File: src/rtl/snake_pkg.sv
// Shared definitions for the two-player snake design: game FSM encodings,
// winner codes, grid cell codes and a saturating score helper.
package snake_pkg;

  typedef enum logic [2:0] {
    ST_IDLE  = 3'd0,
    ST_WAIT  = 3'd1,
    ST_MOVE0 = 3'd2,
    ST_MOVE1 = 3'd3,
    ST_CHECK = 3'd4,
    ST_PAUSE = 3'd5,
    ST_OVER  = 3'd6
  } game_state_e;

  localparam logic [1:0] WIN_NONE   = 2'b00;
  localparam logic [1:0] WIN_SNAKE0 = 2'b01;
  localparam logic [1:0] WIN_SNAKE1 = 2'b10;
  localparam logic [1:0] WIN_DRAW   = 2'b11;

  // Grid cell codes, shared with the renderer.
  typedef enum logic [1:0] {
    CELL_NONE = 2'b00,
    CELL_HEAD = 2'b01,
    CELL_BODY = 2'b10,
    CELL_WALL = 2'b11
  } cell_e;

  function automatic logic [7:0] sat_inc8(input logic [7:0] value);
    if (value == 8'hFF) begin
      return value;
    end else begin
      return value + 8'd1;
    end
  endfunction

endpackage

File: src/rtl/snake_tick_divider.sv
// Frame-to-tick divider: counts frame_start pulses while enabled, raises
// tick_pend every FRAMES_PER_TICK frames and flags a tick dropped on overrun.
module snake_tick_divider
  import snake_pkg::*;
#(
  parameter int unsigned FRAMES_PER_TICK = 8
) (
  input  logic clk,
  input  logic rst,
  input  logic enable,
  input  logic clear,
  input  logic frame_start,
  input  logic tick_ack,
  output logic tick_pend,
  output logic overrun
);

  localparam logic [7:0] LAST_FRAME = 8'(FRAMES_PER_TICK - 1);

  logic [7:0] count_q, count_d;
  logic       pend_q, pend_d;

  // Next count / pending-tick; an ack and a new tick on the same edge leave one pending.
  always_comb begin
    count_d = count_q;
    pend_d  = pend_q;
    overrun = 1'b0;
    if (clear) begin
      count_d = 8'd0;
      pend_d  = 1'b0;
    end else begin
      if (tick_ack) begin
        pend_d = 1'b0;
      end else begin
        pend_d = pend_q;
      end
      if (enable && frame_start) begin
        if (count_q >= LAST_FRAME) begin
          count_d = 8'd0;
          if (pend_q && !tick_ack) begin
            overrun = 1'b1;
          end else begin
            pend_d = 1'b1;
          end
        end else begin
          count_d = count_q + 8'd1;
        end
      end else begin
        count_d = count_q;
      end
    end
  end

  // Counter and pending-tick registers.
  always_ff @(posedge clk or negedge rst) begin
    if (!rst) begin
      count_q <= 8'd0;
      pend_q  <= 1'b0;
    end else begin
      count_q <= count_d;
      pend_q  <= pend_d;
    end
  end

  assign tick_pend = pend_q;

endmodule

File: src/rtl/snake_game_sequencer.sv
// Game-level controller: turns frame ticks into ordered move grants for the
// two snakes, scores apples, detects crashes and runs the game flow.
module snake_game_sequencer
  import snake_pkg::*;
#(
  parameter int unsigned FRAMES_PER_TICK = 8,
  parameter int unsigned MOVE_TIMEOUT    = 1023
) (
  input  logic       clk,
  input  logic       rst,
  input  logic       frame_start,
  input  logic       start_btn,
  input  logic       pause_sw,
  input  logic [1:0] move_done,
  input  logic [1:0] hit_in,
  input  logic [1:0] apple_eaten,
  output logic [1:0] move_go,
  output logic       apple_respawn,
  output logic [2:0] game_state,
  output logic [1:0] winner,
  output logic [7:0] score0,
  output logic [7:0] score1,
  output logic [1:0] err
);

  localparam logic [15:0] MOVE_LIMIT = 16'(MOVE_TIMEOUT);

  game_state_e state_q, state_d;
  logic [1:0]  move_go_q, move_go_d;
  logic        respawn_q, respawn_d;
  logic [1:0]  winner_q, winner_d;
  logic [7:0]  score0_q, score0_d;
  logic [7:0]  score1_q, score1_d;
  logic [1:0]  err_q, err_d;
  logic [15:0] tmo_q, tmo_d;
  logic        start_prev_q, start_prev_d;

  logic start_rise_s;
  logic div_enable_s;
  logic div_clear_s;
  logic tick_ack_s;
  logic tick_pend_s;
  logic overrun_s;

  assign start_rise_s = start_btn & ~start_prev_q;
  assign div_enable_s = (state_q == ST_WAIT) || (state_q == ST_MOVE0) ||
                        (state_q == ST_MOVE1) || (state_q == ST_CHECK);

  snake_tick_divider #(
    .FRAMES_PER_TICK(FRAMES_PER_TICK)
  ) u_tick_divider (
    .clk        (clk),
    .rst        (rst),
    .enable     (div_enable_s),
    .clear      (div_clear_s),
    .frame_start(frame_start),
    .tick_ack   (tick_ack_s),
    .tick_pend  (tick_pend_s),
    .overrun    (overrun_s)
  );

  // Game FSM next state and next values of all registered outputs.
  always_comb begin
    state_d      = state_q;
    move_go_d    = 2'b00;
    respawn_d    = 1'b0;
    winner_d     = winner_q;
    score0_d     = score0_q;
    score1_d     = score1_q;
    err_d        = err_q;
    tmo_d        = tmo_q;
    start_prev_d = start_btn;
    div_clear_s  = 1'b0;
    tick_ack_s   = 1'b0;

    if (overrun_s) begin
      err_d[1] = 1'b1;
    end else begin
      err_d[1] = err_q[1];
    end

    case (state_q)
      ST_IDLE, ST_OVER: begin
        if (start_rise_s) begin
          state_d     = ST_WAIT;
          score0_d    = 8'd0;
          score1_d    = 8'd0;
          winner_d    = WIN_NONE;
          err_d       = 2'b00;
          div_clear_s = 1'b1;
        end else begin
          state_d = state_q;
        end
      end
      ST_WAIT: begin
        if (pause_sw) begin
          state_d = ST_PAUSE;
        end else if (tick_pend_s) begin
          tick_ack_s = 1'b1;
          move_go_d  = 2'b01;
          tmo_d      = 16'd1;
          state_d    = ST_MOVE0;
        end else begin
          state_d = ST_WAIT;
        end
      end
      ST_MOVE0: begin
        if (move_done[0] || (tmo_q == MOVE_LIMIT)) begin
          if (!move_done[0]) begin
            err_d[0] = 1'b1;
          end else begin
            err_d[0] = err_q[0];
          end
          move_go_d = 2'b10;
          tmo_d     = 16'd1;
          state_d   = ST_MOVE1;
        end else begin
          tmo_d = tmo_q + 16'd1;
        end
      end
      ST_MOVE1: begin
        if (move_done[1] || (tmo_q == MOVE_LIMIT)) begin
          if (!move_done[1]) begin
            err_d[0] = 1'b1;
          end else begin
            err_d[0] = err_q[0];
          end
          state_d = ST_CHECK;
        end else begin
          tmo_d = tmo_q + 16'd1;
        end
      end
      ST_CHECK: begin
        // Crashes win over apples: a game-over tick scores nothing.
        case (hit_in)
          2'b11: begin
            winner_d = WIN_DRAW;
            state_d  = ST_OVER;
          end
          2'b01: begin
            winner_d = WIN_SNAKE1;
            state_d  = ST_OVER;
          end
          2'b10: begin
            winner_d = WIN_SNAKE0;
            state_d  = ST_OVER;
          end
          default: begin
            if (apple_eaten[0]) begin
              score0_d = sat_inc8(score0_q);
            end else begin
              score0_d = score0_q;
            end
            if (apple_eaten[1]) begin
              score1_d = sat_inc8(score1_q);
            end else begin
              score1_d = score1_q;
            end
            respawn_d = |apple_eaten;
            state_d   = ST_WAIT;
          end
        endcase
      end
      ST_PAUSE: begin
        if (!pause_sw) begin
          state_d = ST_WAIT;
        end else begin
          state_d = ST_PAUSE;
        end
      end
      default: begin
        state_d = ST_IDLE;
      end
    endcase
  end

  // State and output registers; the start history resets high so a held button is ignored.
  always_ff @(posedge clk or negedge rst) begin
    if (!rst) begin
      state_q      <= ST_IDLE;
      move_go_q    <= 2'b00;
      respawn_q    <= 1'b0;
      winner_q     <= WIN_NONE;
      score0_q     <= 8'd0;
      score1_q     <= 8'd0;
      err_q        <= 2'b00;
      tmo_q        <= 16'd0;
      start_prev_q <= 1'b1;
    end else begin
      state_q      <= state_d;
      move_go_q    <= move_go_d;
      respawn_q    <= respawn_d;
      winner_q     <= winner_d;
      score0_q     <= score0_d;
      score1_q     <= score1_d;
      err_q        <= err_d;
      tmo_q        <= tmo_d;
      start_prev_q <= start_prev_d;
    end
  end

  assign move_go       = move_go_q;
  assign apple_respawn = respawn_q;
  assign game_state    = state_q;
  assign winner        = winner_q;
  assign score0        = score0_q;
  assign score1        = score1_q;
  assign err           = err_q;

endmodule

File: config.mk
export PLATFORM = sky130hd
export DESIGN_NAME = snake_game_sequencer
export DESIGN_NICKNAME = d
export VERILOG_FILES = /design/src/rtl/snake_pkg.sv /design/src/rtl/snake_tick_divider.sv /design/src/rtl/snake_game_sequencer.sv
export SDC_FILE = /design/constraint.sdc
export NUM_CORES = 1
export LEC_CHECK = 0
export ABC_CLOCK_PERIOD_IN_PS = 3100
export BUFFER_PORTS_ARGS = -buffer_cell sky130_fd_sc_hd__buf_2
export CELL_PAD_IN_SITES_DETAIL_PLACEMENT = 2
export CELL_PAD_IN_SITES_GLOBAL_PLACEMENT = 2
export CORE_MARGIN = 2
export CORE_UTILIZATION = 35
export CTS_CLUSTER_SIZE = 12
export DETAILED_ROUTE_END_ITERATION = 10
export GPL_ROUTABILITY_DRIVEN = 0
export GPL_TIMING_DRIVEN = 0
export MAX_ROUTING_LAYER = met4
export PLACE_DENSITY = 0.85
export SETUP_SLACK_MARGIN = 0.3
export SLEW_MARGIN = 30
export SYNTH_ARGS = -nofsm -noshare
export SYNTH_HDL_FRONTEND = slang
export SYNTH_SLANG_ARGS = --single-unit
File: constraint.sdc
create_clock -name clk -period 3.1 [get_ports clk]
set_clock_uncertainty 0.05 [all_clocks]
set_input_delay 0.31 -clock clk [delete_from_list [all_inputs] [get_ports clk]]
set_output_delay 0.31 -clock clk [all_outputs]
set_load 0.005 [all_outputs]
==> results of run 1 <==
==> per-layer routing <==
metal	vias up	GRT usage, %	part of all wire [%]	wire (um)
li1	1223	-	-	-
met1	1345	28.8	46	4040
met2	32	36.0	51	4460
met3	11	2.73	2.2	195
met4	0	5.68	1.4	119
met5	-	-	0	0
==> final cells by class <==
cell class	count	area share (%)
Buffer	14	2.16
Tap cell	102	3.94
Inverter	2	0.231
Sequential cell	52	40.2
Clock buffer	5	2.12
Clock inverter	3	0.579
Timing Repair Buffer	36	5.63
Multi-Input combinational cell	242	45.2
==> flip-flops by register name, indices dropped and copies added (netlist names) <==
signal and count:
tmo_q 16, score0 8, score1 8, u_tick_divider.count_q 8, game_state 3, err 2
move_go 2, winner 2, apple_respawn 1, start_prev_q 1, u_tick_divider.tick_pend 1
==> cells by family (layout without fill, tap and decap cells) <==
logic type                 after synthesis  in the layout  share of synthesized area, %
xor gates and xnor gates                12             12                          3.72
and+or+nand+nor                        143            143                          26.2
DFF                                     52             52                          46.0
buffers and inverters                   16             60                          2.74
adders and majority gates                4              4                          1.77
muxes                                    4              4                          1.55
AOI/OAI and AO/OA                       79             79                          18.0
==> what timing repair did <==
item	4_1_cts	5_1_grt
endpoints found under the setup margin	0	21
hold endpoints to repair	0	0
gates resized for setup	0	3
==> worst min-delay path by stage <==
stage,from,to,slack (ns)
floorplan,rst,apple_respawn,-0.04
global placement,start_btn,start_prev_q,0.38
detailed placement,rst,score1[2],0.35
CTS,rst,score1[1],0.003
global route,rst,score1[1],0.02
finish,rst,score1[2],-0.02
==> power breakdown <==
group / internal [mW] / total (mW) / switching (mW)
clock: 0.158 / 0.394 / 0.236
sequential: 0.786 / 0.894 / 0.108
combinational: 0.308 / 0.855 / 0.546
==> Yosys cell counts (2+ instances only) <==
cell type and n:
o21ai_0 17, nor4_1 2, o211ai_1 8, nor3b_1 3, inv_1 2, o21ba_2 2, or3_1 5, nor2_1 37
nand4_1 9, and3_1 6, o31ai_1 5, clkbuf_1 9, a21o_1 2, dfrtp_1 51, nor3_1 6, buf_6 2
and2_1 2, nor2b_1 3, mux2_2 3, ha_1 4, buf_2 2, a31oi_1 7, a22o_1 3, and4_1 6
a21oi_1 23, nand2_1 34, nand2b_1 3, xor2_1 10, or4_1 6, xnor2_1 2, nand3_1 14
==> worst max-delay path: cells and delay by family (launching register included) <==
kind                   cells  cell delay, ns
AO/OA/AOI/OAI              4            0.94
buffers and inverters      2            0.79
flip-flops                 1            0.37
AND/OR/NAND/NOR            1            0.38
==> cell usage in the layout (no fill, tap or decap), types with 3 or more instances in the layout <==
master,count
clkbuf_1,9
and4_1,6
or4_1,6
ha_1,4
buf_2,37
o31ai_1,5
a21oi_1,22
and3_1,6
or3_1,5
nor3_1,6
nor3b_1,3
nand2_1,34
xor2_1,10
nand2b_1,3
a31oi_1,7
nand3_1,14
dfrtp_1,51
nand4_1,9
o21ai_0,17
nor2_1,37
a22o_1,3
clkbuf_8,5
o211ai_1,8
nor2b_1,3
mux2_2,3
==> through the flow <==
step	setup WS, ns	utilization [%]	hold WS, ns	power [mW]
after global routing	0.227	41.8	0.0238	2.30
after floorplan	0.877	-	-0.0356	1.41
final	0.471	41.8	-0.0193	2.14
after CTS	0.369	41.5	0.00279	2.14
after detailed placement	0.386	40.4	0.349	1.73
after global placement	0.493	40.4	0.384	1.67
==> results.md, run 1 <==
* CTS tree: done
* Synthesized instance count at 310
* Area after DPL at around 0.0031 mm2
* Fillcell total at between 900 and 1k
* FF-to-FF setup slack at ~0.47 ns
* Power density cells at about 660 mW/mm2
* Seq/Total Area, Yosys at a little under half
* Worst-Margin Slew at between 0.7 and 0.8 ns
* CP Launch Type: flip-flop
* Layout Nets at roughly 370
* DRT Pass-1 Iters at 4
* # setup viols final at 0
* Area Overhead vs Synth at 14.6%
* CP Capture Type: flip-flop
* Setup crit start: game_state[1]
* CTS root buf: clkbuf_8
* Leakage Power at 1.50 nW
* Hold slack at -0.0193 ns
* N_diodes at 0
* Worst-Skew Late Latency at roughly 0.31 ns
* Antenna violations before repair at 0
* RSZ-0062 raised after global routing: true
* Critical Path AT at roughly 2.8 ns
* Design Area, Final at about 0.0032 mm2
* Top post-synthesis cells by area: dfrtp_1, nor2_1, nand2_1
* Die width at approximately 94 um
* # hold bufs at CTS at 0
* DRT antenna net count at 0
* HPWL Detailed at around 6400 um
* EDFF count, synth at 0
* Worst-case reg-to-reg path depth at 7
* CP Cell Sequence: clkbuf_1 -> nand3b_1 -> a21boi_1 -> a21oi_2 -> clkbuf_1 -> o21ai_0 -> a21oi_1
* Failing checks: negative hold slack
* Setup bufs post-CTS at 0
* Total track usage at a little over a fifth
* Via count at 2611
* IO Pins at 37
* Worst R2R End: tmo_q[3]
* Worst min-delay path class: in -> async
* Yosys warnings at 0
* Total routed wirelength at 8810 um
* Vias per std cell at approximately 5.7
* Post-Place Cells at ~450
* First-pass GRT wire length at between 10000 and 15000 um
* Final Cycle Share at roughly 85%
* Area leader, netlist: dfrtp_1
* Total global routing overflow at 0
* Layout cells sized above 1 at around 17%
* Final Max Slew Viols at 0
* Crit path time final at 2.63 ns
* Crit path capture: tmo_q[3]
* IO buf count at 36
* Async set or reset register ratio after synthesis at 100%
* Wire per inst at 19.3 um
* CTS max path bufs at 2
* H-tree Lvls at 2
* Max-Cap Viols at 0
* Critical path class: reg -> reg
* Register bit total from synthesis at 52
* Reg2Reg Launch Point: game_state[1]
* Relative slew slack at 49.7%
* Distinct cells, synth at between 50 and 60
* Sequential cell area at 0.00130 mm2
* Multi-input gate area at 0.00147 mm2
* Syn_nets at roughly 330
* # DRC at 0
* CTS sink count at 52
* Largest net degree at the start of global routing at 53
* Max Clk Rate at between 300 and 400 MHz
* Final Hold Fails at 21
* Cell area after synthesis at 0.00283 mm2
* Total negative slack at 0 ns
* CTS Buf Count at 5
* Status: finished with violations
* CP required at around 3.3 ns
* Vias in the first global route at around 2.8k
* Post-route insts no fill at 456
* CP peak stage delay at ~0.41 ns
* CP Max Fanout at 10
* CORE AREA at around 0.008 mm2
* Syn_area_per_cell at 9.13 um2
* Worst-path clk slew at between 0.1 and 0.15 ns
* Crit-path most repeated cell: clkbuf_1
* Die height at ~94 um
* Die area at just under 0.009 mm2
* FP Rows at 32
* Post-synth top flop: dfrtp_1
* Crit path max-delay cell type: clkbuf_1
* Worst vdd ir at 0.000321 V
* DRT iter0 DRCs at 73
* Initial Util at 36.4%
* Area share of the largest cell type after synthesis at a little under half
No activity file was read; power rests on OpenSTA's default activity.
==> inputs of run 2 (changes only) <==
--- a/config.mk
+++ b/config.mk
@@ -5,7 +5,7 @@
 export SDC_FILE = /design/constraint.sdc
 export NUM_CORES = 1
 export LEC_CHECK = 0
-export ABC_CLOCK_PERIOD_IN_PS = 3100
+export ABC_CLOCK_PERIOD_IN_PS = 2450
 export BUFFER_PORTS_ARGS = -buffer_cell sky130_fd_sc_hd__buf_2
 export CELL_PAD_IN_SITES_DETAIL_PLACEMENT = 2
 export CELL_PAD_IN_SITES_GLOBAL_PLACEMENT = 2
==> constraint.sdc (replaced) <==
create_clock -name clk -period 2.45 [get_ports clk]
set_clock_uncertainty 0.05 [all_clocks]
set_input_delay 0.245 -clock clk [delete_from_list [all_inputs] [get_ports clk]]
set_output_delay 0.245 -clock clk [all_outputs]
set_load 0.005 [all_outputs]
==> run 2 against run 1 <==
  * The flow now finishes without violations
  * Power increased by 43%
  * Worst hold slack improved by 0.14 ns
  * Largest cell class unchanged
  * Register-to-register slack worse by 0.26 ns
  * Utilization grew 4.1 points
  * Combinational power up 60%
  * Die area unchanged
  * Maximum frequency rose by 17%
  * Critical path depth is 1 higher
  * Via count up 6.2%
  * Largest power group is now combinational logic
  * Clock power increased by 39%
==> results.md, run 2 (synthesis results as in run 1) <==
* DRT antenna net count at 0 (unchanged)
* Final Max Slew Viols at 0 (unchanged)
* DRT iter0 DRCs at 143 (+96%)
* CP peak stage delay at 0.44 ns (+0.03 ns)
* CP required at 2.65 ns (-0.63 ns)
* Vias in the first global route at 2990 (+7.9%)
* IO buf count at 36 (unchanged)
* HPWL Detailed at 6170 um (-3.8%)
* Final Cycle Share at 91.5% (+6.7 points)
* # DRC at 0 (unchanged)
* Antenna violations before repair at 0 (unchanged)
* Area Overhead vs Synth at 25.9%
* Max Clk Rate at 446 MHz (+17%)
* CTS Buf Count at 5 (unchanged)
* Die area at 0.00882 mm2 (unchanged)
* First-pass GRT wire length at 15600 um (+6.0%)
* Final Hold Fails at 0 (-100%)
* Fillcell total at 857 (-6.3%)
* RSZ-0062 raised after global routing: true
* Final worst slack at 0.209 ns (-0.263 ns)
* Commonest non-fill, non-tap cell in the layout: dfrtp_1
* DR WL met3 at 362 um (+86%)
* CTS sink count at 52 (unchanged)
* Crit path time final at 2.24 ns (-0.387 ns)
* Top reg by flops: tmo_q
* Area after DPL at 0.00315 mm2 (+0.28%)
* Worst-path clk slew at 0.11 ns (about the same)
* Layout Nets at 385 (+4.6%)
* Critical path class: reg -> reg
* Post-route insts no fill at 473 (+3.7%)
* Relative slew slack at 52.6% (+2.9 points)
* CTS tree: done
* Worst-Skew Late Latency at 0.32 ns (about the same)
* Die height at 93.9 um (unchanged)
* Max-Cap Viols at 0 (unchanged)
* Total track usage at 23.3% (+1.4 points)
* Worst vdd ir at 0.000343 V (+7.0%)
* CP Cell Sequence: ha_4 -> and4_1 -> and4_1 -> buf_6 -> o31a_1 -> buf_6 -> or4_1 -> nand2_1
* Die width at 93.9 um (unchanged)
* Worst min-delay path class: in -> reg
* Max reg flops at 16 (unchanged)
* Total routed wirelength at 10500 um (+19%)
* H-tree Lvls at 2 (unchanged)
* Total negative slack at 0 ns (unchanged)
* Critical Path AT at 2.44 ns (-0.37 ns)
* Post-Place Cells at 448 (unchanged)
* Layout cells sized above 1 at 28.0% (+11 points)
* DR top layer: met4
* Initial Util at 36.4% (unchanged)
* Worst slack at placement at -0.170 ns (-0.555 ns)
* Reg2Reg Launch Point: tmo_q[1]
* CTS root buf: clkbuf_8
* CP Capture Type: flip-flop
* CORE AREA at 0.00777 mm2 (unchanged)
* Worst-Margin Slew at 0.710 ns (-0.0376 ns)
* Vias per std cell at 5.86 (+2.4%)
* Wire per inst at 22.2 um (+15%)
* Design Area, Final at 0.00356 mm2 (+9.8%)
* DRT Pass-1 Iters at 4 (unchanged)
* CP Max Fanout at 4 (-6)
* Total global routing overflow at 0 (unchanged)
* IO Pins at 37 (unchanged)
* Via count at 2773 (+6.2%)
* Wl on met1 at 4530 um (+12%)
* # setup viols final at 0 (unchanged)
* Setup crit start: tmo_q[1]
* Power density cells at 859 mW/mm2 (+30%)
* CP Launch Type: flip-flop
* CTS max path bufs at 2 (unchanged)
* Most frequent cells in the layout: dfrtp_1, nor2_1, buf_2, nand2_1, a21oi_1
* Leakage Power at 1.65 nW (+9.4%)
* Status: completed
* N_diodes at 0 (unchanged)
* Min-delay src: hit_in[0]
* Largest net degree at the start of global routing at 53 (unchanged)
* Crit path max-delay cell type: dfrtp_1
* FP Rows at 32 (unchanged)
* Met2 Wirelength at 5440 um (+22%)
* Util after Layout at 45.9% (+4.1 points)
run 2: cell types whose count changed in the layout (fill, tap and decap cells not counted), moves of 2 or more:
cell	change
a21oi_1	-4
a21oi_4	+3
buf_4	+15
clkbuf_1	-9
clkbuf_2	+6
clkbuf_4	+3
clkinv_2	-2
clkinvlp_4	+2
dlygate4sd3_1	+2
nor4_1	-2
o31ai_1	-2
run 2: path summary, 6_finish.rpt:
| path | slack [ns] | to | cells after the start |
|---|---|---|---|
| min in group asynchronous | 0.49 | score1[6] | 2 |
| worst max-delay path | 0.21 | tmo_q[11] | 8 |
| worst max register to register | 0.21 | tmo_q[11] | 8 |
| worst min-delay path | 0.12 | winner[1] | 3 |
| max in group asynchronous | 1.37 | game_state[2] | 2 |
| worst min register to register | 0.47 | u_tick_divider.count_q[6] | 2 |
run 2: through the flow:
step | hold slack, ns | total power [mW]
final | 0.122 | 3.06
after global routing | 0.156 | 3.23
after CTS | 0.000446 | 2.87
after detailed placement | 0.292 | 2.19
after global placement | 0.324 | 2.12
after floorplan | -0.101 | 1.80
run 2: worst max-delay path, delay by kind of cell (launching register included):
| kind | cells | cell delay [ns] |
|---|---|---|
| AOI/OAI and AO/OA | 1 | 0.35 |
| and+or+nand+nor | 4 | 0.89 |
| buffers and inverters | 2 | 0.28 |
| adders and majority gates | 1 | 0.18 |
| DFF | 1 | 0.44 |
run 2: repair_timing:
item                                    CTS  global route
gates resized for setup                  16            33
hold buffers                              1             1
pin swaps                                 8             4
setup buffers                            10             5
endpoints found under the setup margin   35            34
hold endpoints to repair                 51             1
run 2: power breakdown:
part           internal [mW]  leakage, nW  switching (mW)
combinational          0.549        0.905           0.820
clock                  0.230       0.0434           0.319
sequential             0.996        0.698           0.144
run 2: metal layers:
layer | GRT usage [%] | vias to the layer above
met3 | 3.45 | 22
met5 | - | -
li1 | - | 1265
met4 | 6.64 | 0
met1 | 29.3 | 1419
met2 | 39.2 | 67
run 2: cell type report:
class | count | area [um2] | share of cell area, %
sequential | 52 | 1300 | 36.6
inverter | 2 | 7.51 | 0.211
timing repair buffer | 53 | 315 | 8.85
buffer | 14 | 95.1 | 2.67
multi-input combinational | 242 | 1620 | 45.3
clock buffer | 6 | 82.6 | 2.32
clock inverter | 2 | 15.0 | 0.421
tap | 102 | 128 | 3.58
==> inputs of run 3 (changes only) <==
--- a/config.mk
+++ b/config.mk
@@ -5,18 +5,18 @@
 export SDC_FILE = /design/constraint.sdc
 export NUM_CORES = 1
 export LEC_CHECK = 0
-export ABC_CLOCK_PERIOD_IN_PS = 2450
-export BUFFER_PORTS_ARGS = -buffer_cell sky130_fd_sc_hd__buf_2
+export ABC_CLOCK_PERIOD_IN_PS = 2500
 export CELL_PAD_IN_SITES_DETAIL_PLACEMENT = 2
 export CELL_PAD_IN_SITES_GLOBAL_PLACEMENT = 2
 export CORE_MARGIN = 2
-export CORE_UTILIZATION = 35
+export CORE_UTILIZATION = 39
 export CTS_CLUSTER_SIZE = 12
 export DETAILED_ROUTE_END_ITERATION = 10
+export DONT_BUFFER_PORTS = 1
 export GPL_ROUTABILITY_DRIVEN = 0
 export GPL_TIMING_DRIVEN = 0
 export MAX_ROUTING_LAYER = met4
-export PLACE_DENSITY = 0.85
+export PLACE_DENSITY = 0.86
 export SETUP_SLACK_MARGIN = 0.3
 export SLEW_MARGIN = 30
 export SYNTH_ARGS = -nofsm -noshare
==> constraint.sdc (replaced) <==
create_clock -name clk -period 2.5 [get_ports clk]
set_clock_uncertainty 0.05 [all_clocks]
set_input_delay 0.25 -clock clk [delete_from_list [all_inputs] [get_ports clk]]
set_output_delay 0.25 -clock clk [all_outputs]
set_load 0.005 [all_outputs]
==> run 3 against run 2 <==
  * Non-clock buffer count down 34
  * Worst hold slack got worse by 0.11 ns
  * Worst setup slack better by 0.050 ns
  * Maximum frequency is essentially flat
  * Utilization grew 1.2 points
  * Clock power fell by 6.0%
  * Cell count is 7.8% lower
  * Cell area decreased by 5.7%
  * Flip-flop and latch count is the same
  * Largest cell class unchanged
  * Largest power group unchanged
==> results.md, run 3 (synthesis results as in run 1) <==
* Max-Cap Viols at 0 (unchanged)
* CP peak stage delay at 0.43 ns (about the same)
* CP Max Fanout at 4 (unchanged)
* Worst path bufs/invs at 2 (unchanged)
* Critical path class: reg -> reg
* Initial Util at 39.6% (+3.2 points)
* Vias per std cell at 5.96 (+1.7%)
* DRT antenna net count at 0 (unchanged)
* Largest delay contributor family on the critical path: simple AND/OR/NAND/NOR gates
* HPWL Detailed at 5980 um (-3.2%)
* First-pass GRT wire length at 14900 um (-4.4%)
* Worst slack at placement at -0.247 ns (-0.0771 ns)
* Top reg by flops: tmo_q
* FF-to-FF setup slack at 0.26 ns (+0.05 ns)
* Die height at 89.2 um (-5.0%)
* Layout Nets at 351 (-8.8%)
* Antenna violations before repair at 0 (unchanged)
* CP Capture Type: flip-flop
* # DRC at 0 (unchanged)
* CORE AREA at 0.00714 mm2 (-8.1%)
* CTS max path bufs at 2 (unchanged)
* Max Clk Rate at 446 MHz (about the same)
* Most frequent cells in the layout: dfrtp_1, nor2_1, nand2_1, a21oi_1, o21ai_0
* Leakage Power at 1.48 nW (-10%)
* Total global routing overflow at 0 (unchanged)
* Design Area, Final at 0.00336 mm2 (-5.7%)
* Layout cells sized above 1 at 19.3% (-8.7 points)
* CP Launch Type: flip-flop
* CP Cell Sequence: ha_2 -> and4_4 -> and4_1 -> buf_6 -> o31a_1 -> buf_4 -> or4_1 -> nand2_1
* Hold slack at 0.00698 ns (-0.115 ns)
* N_diodes at 0 (unchanged)
* DRT Pass-1 Iters at 4 (unchanged)
* Relative slew slack at 66.2% (+14 points)
* Worst min-delay path class: in -> reg
* Post-Place Cells at 409 (-8.7%)
* Total negative slack at 0 ns (unchanged)
* Worst-path clk slew at 0.11 ns (about the same)
* Final Max Slew Viols at 0 (unchanged)
* CTS tree: done
* IO buf count at 0 (-100%)
* CTS sink count at 52 (unchanged)
* Largest net degree at the start of global routing at 53 (unchanged)
* Final Cycle Share at 89.7% (-1.8 points)
* Via count at 2600 (-6.2%)
* Status: completed
* Post-route insts no fill at 436 (-7.8%)
* Vias in the first global route at 2810 (-6.0%)
* Wire per inst at 21.8 um (-1.9%)
* RSZ-0062 raised after global routing: true
* H-tree Lvls at 2 (unchanged)
* Critical Path AT at 2.45 ns (about the same)
* Final Hold Fails at 0 (unchanged)
* Crit path time final at 2.24 ns (+0.000233 ns)
* Die area at 0.00795 mm2 (-9.8%)
* Die width at 89.2 um (-5.0%)
* CP required at 2.71 ns (+0.06 ns)
* Crit path max-delay cell type: or4_1
* CTS root buf: clkbuf_8
* Area after DPL at 0.00296 mm2 (-6.1%)
* Total routed wirelength at 9510 um (-9.6%)
* Final worst slack at 0.258 ns (+0.0498 ns)
* Worst-Skew Late Latency at 0.33 ns (about the same)
* Max reg flops at 16 (unchanged)
* Worst-Margin Slew at 0.504 ns (-0.206 ns)
* FP Rows at 31 (-3.1%)
* IO Pins at 37 (unchanged)
* # setup viols final at 0 (unchanged)
* DRT iter0 DRCs at 126 (-12%)
* Power density cells at 850 mW/mm2 (-1.0%)
* Worst vdd ir at 0.000418 V (+22%)
* CTS Buf Count at 5 (unchanged)
* Area Overhead vs Synth at 18.7%
* Commonest non-fill, non-tap cell in the layout: dfrtp_1
* Total track usage at 25.1% (+1.8 points)
run 3: path summary, 6_finish.rpt:
check / startpoint / endpoint / cells after the start
setup reg to reg: tmo_q[0] / tmo_q[7] / 8
hold / removal: apple_eaten[1] / apple_respawn / 2
max in group asynchronous: rst / start_prev_q / 2
setup / recovery: tmo_q[0] / tmo_q[7] / 8
min in group asynchronous: rst / tmo_q[4] / 2
hold reg to reg: u_tick_divider.count_q[2] / u_tick_divider.count_q[2] / 2
run 3: final cells by class:
| type | instances | area, um2 |
|---|---|---|
| Buffer | 14 | 91.3 |
| Clock buffer | 6 | 72.6 |
| Clock inverter | 2 | 16.3 |
| Fill cell | 802 | 3780 |
| Inverter | 2 | 7.51 |
| Multi-Input combinational cell | 242 | 1580 |
| Sequential cell | 52 | 1300 |
| Tap cell | 99 | 124 |
| Timing Repair Buffer | 19 | 168 |
run 3: routing by layer:
metal,vias to the layer above,track usage (%),part of all wire (%)
met5,-,-,0
met4,0,5.83,1.7
met3,15,4.16,3.1
met2,42,42.3,52
met1,1354,31.6,43
li1,1189,-,-
run 3: report_power, final:
group	internal (mW)	leakage [nW]	switching (mW)	total, mW
registers	0.975	0.697	0.145	1.12
clock network	0.200	0.0414	0.315	0.516
logic	0.488	0.737	0.731	1.22
total	1.66	1.48	1.19	2.85
run 3: worst reg2reg max path, stage by stage (launching register included):
cell and delay (ns):
dfrtp_1 0.40, ha_2 0.21, and4_4 0.20, and4_1 0.21
buf_6 0.13, o31a_1 0.31, buf_4 0.15, or4_1 0.43
nand2_1 0.11
run 3: what timing repair did:
action	4_1_cts	5_1_grt
endpoints found under the hold margin	53	0
hold buffers	3	0
endpoints found under the setup margin	36	29
buffers inserted	11	5
pin swaps	12	5
resized for setup	17	23
run 3: stage by stage:
step	util, %	power (mW)
2_1_floorplan	-	1.75
3_3_place_gp	41.4	1.98
3_5_place_dp	41.4	2.04
4_1_cts	45.2	2.72
5_1_grt	47.1	3.05
6_report	47.1	2.85
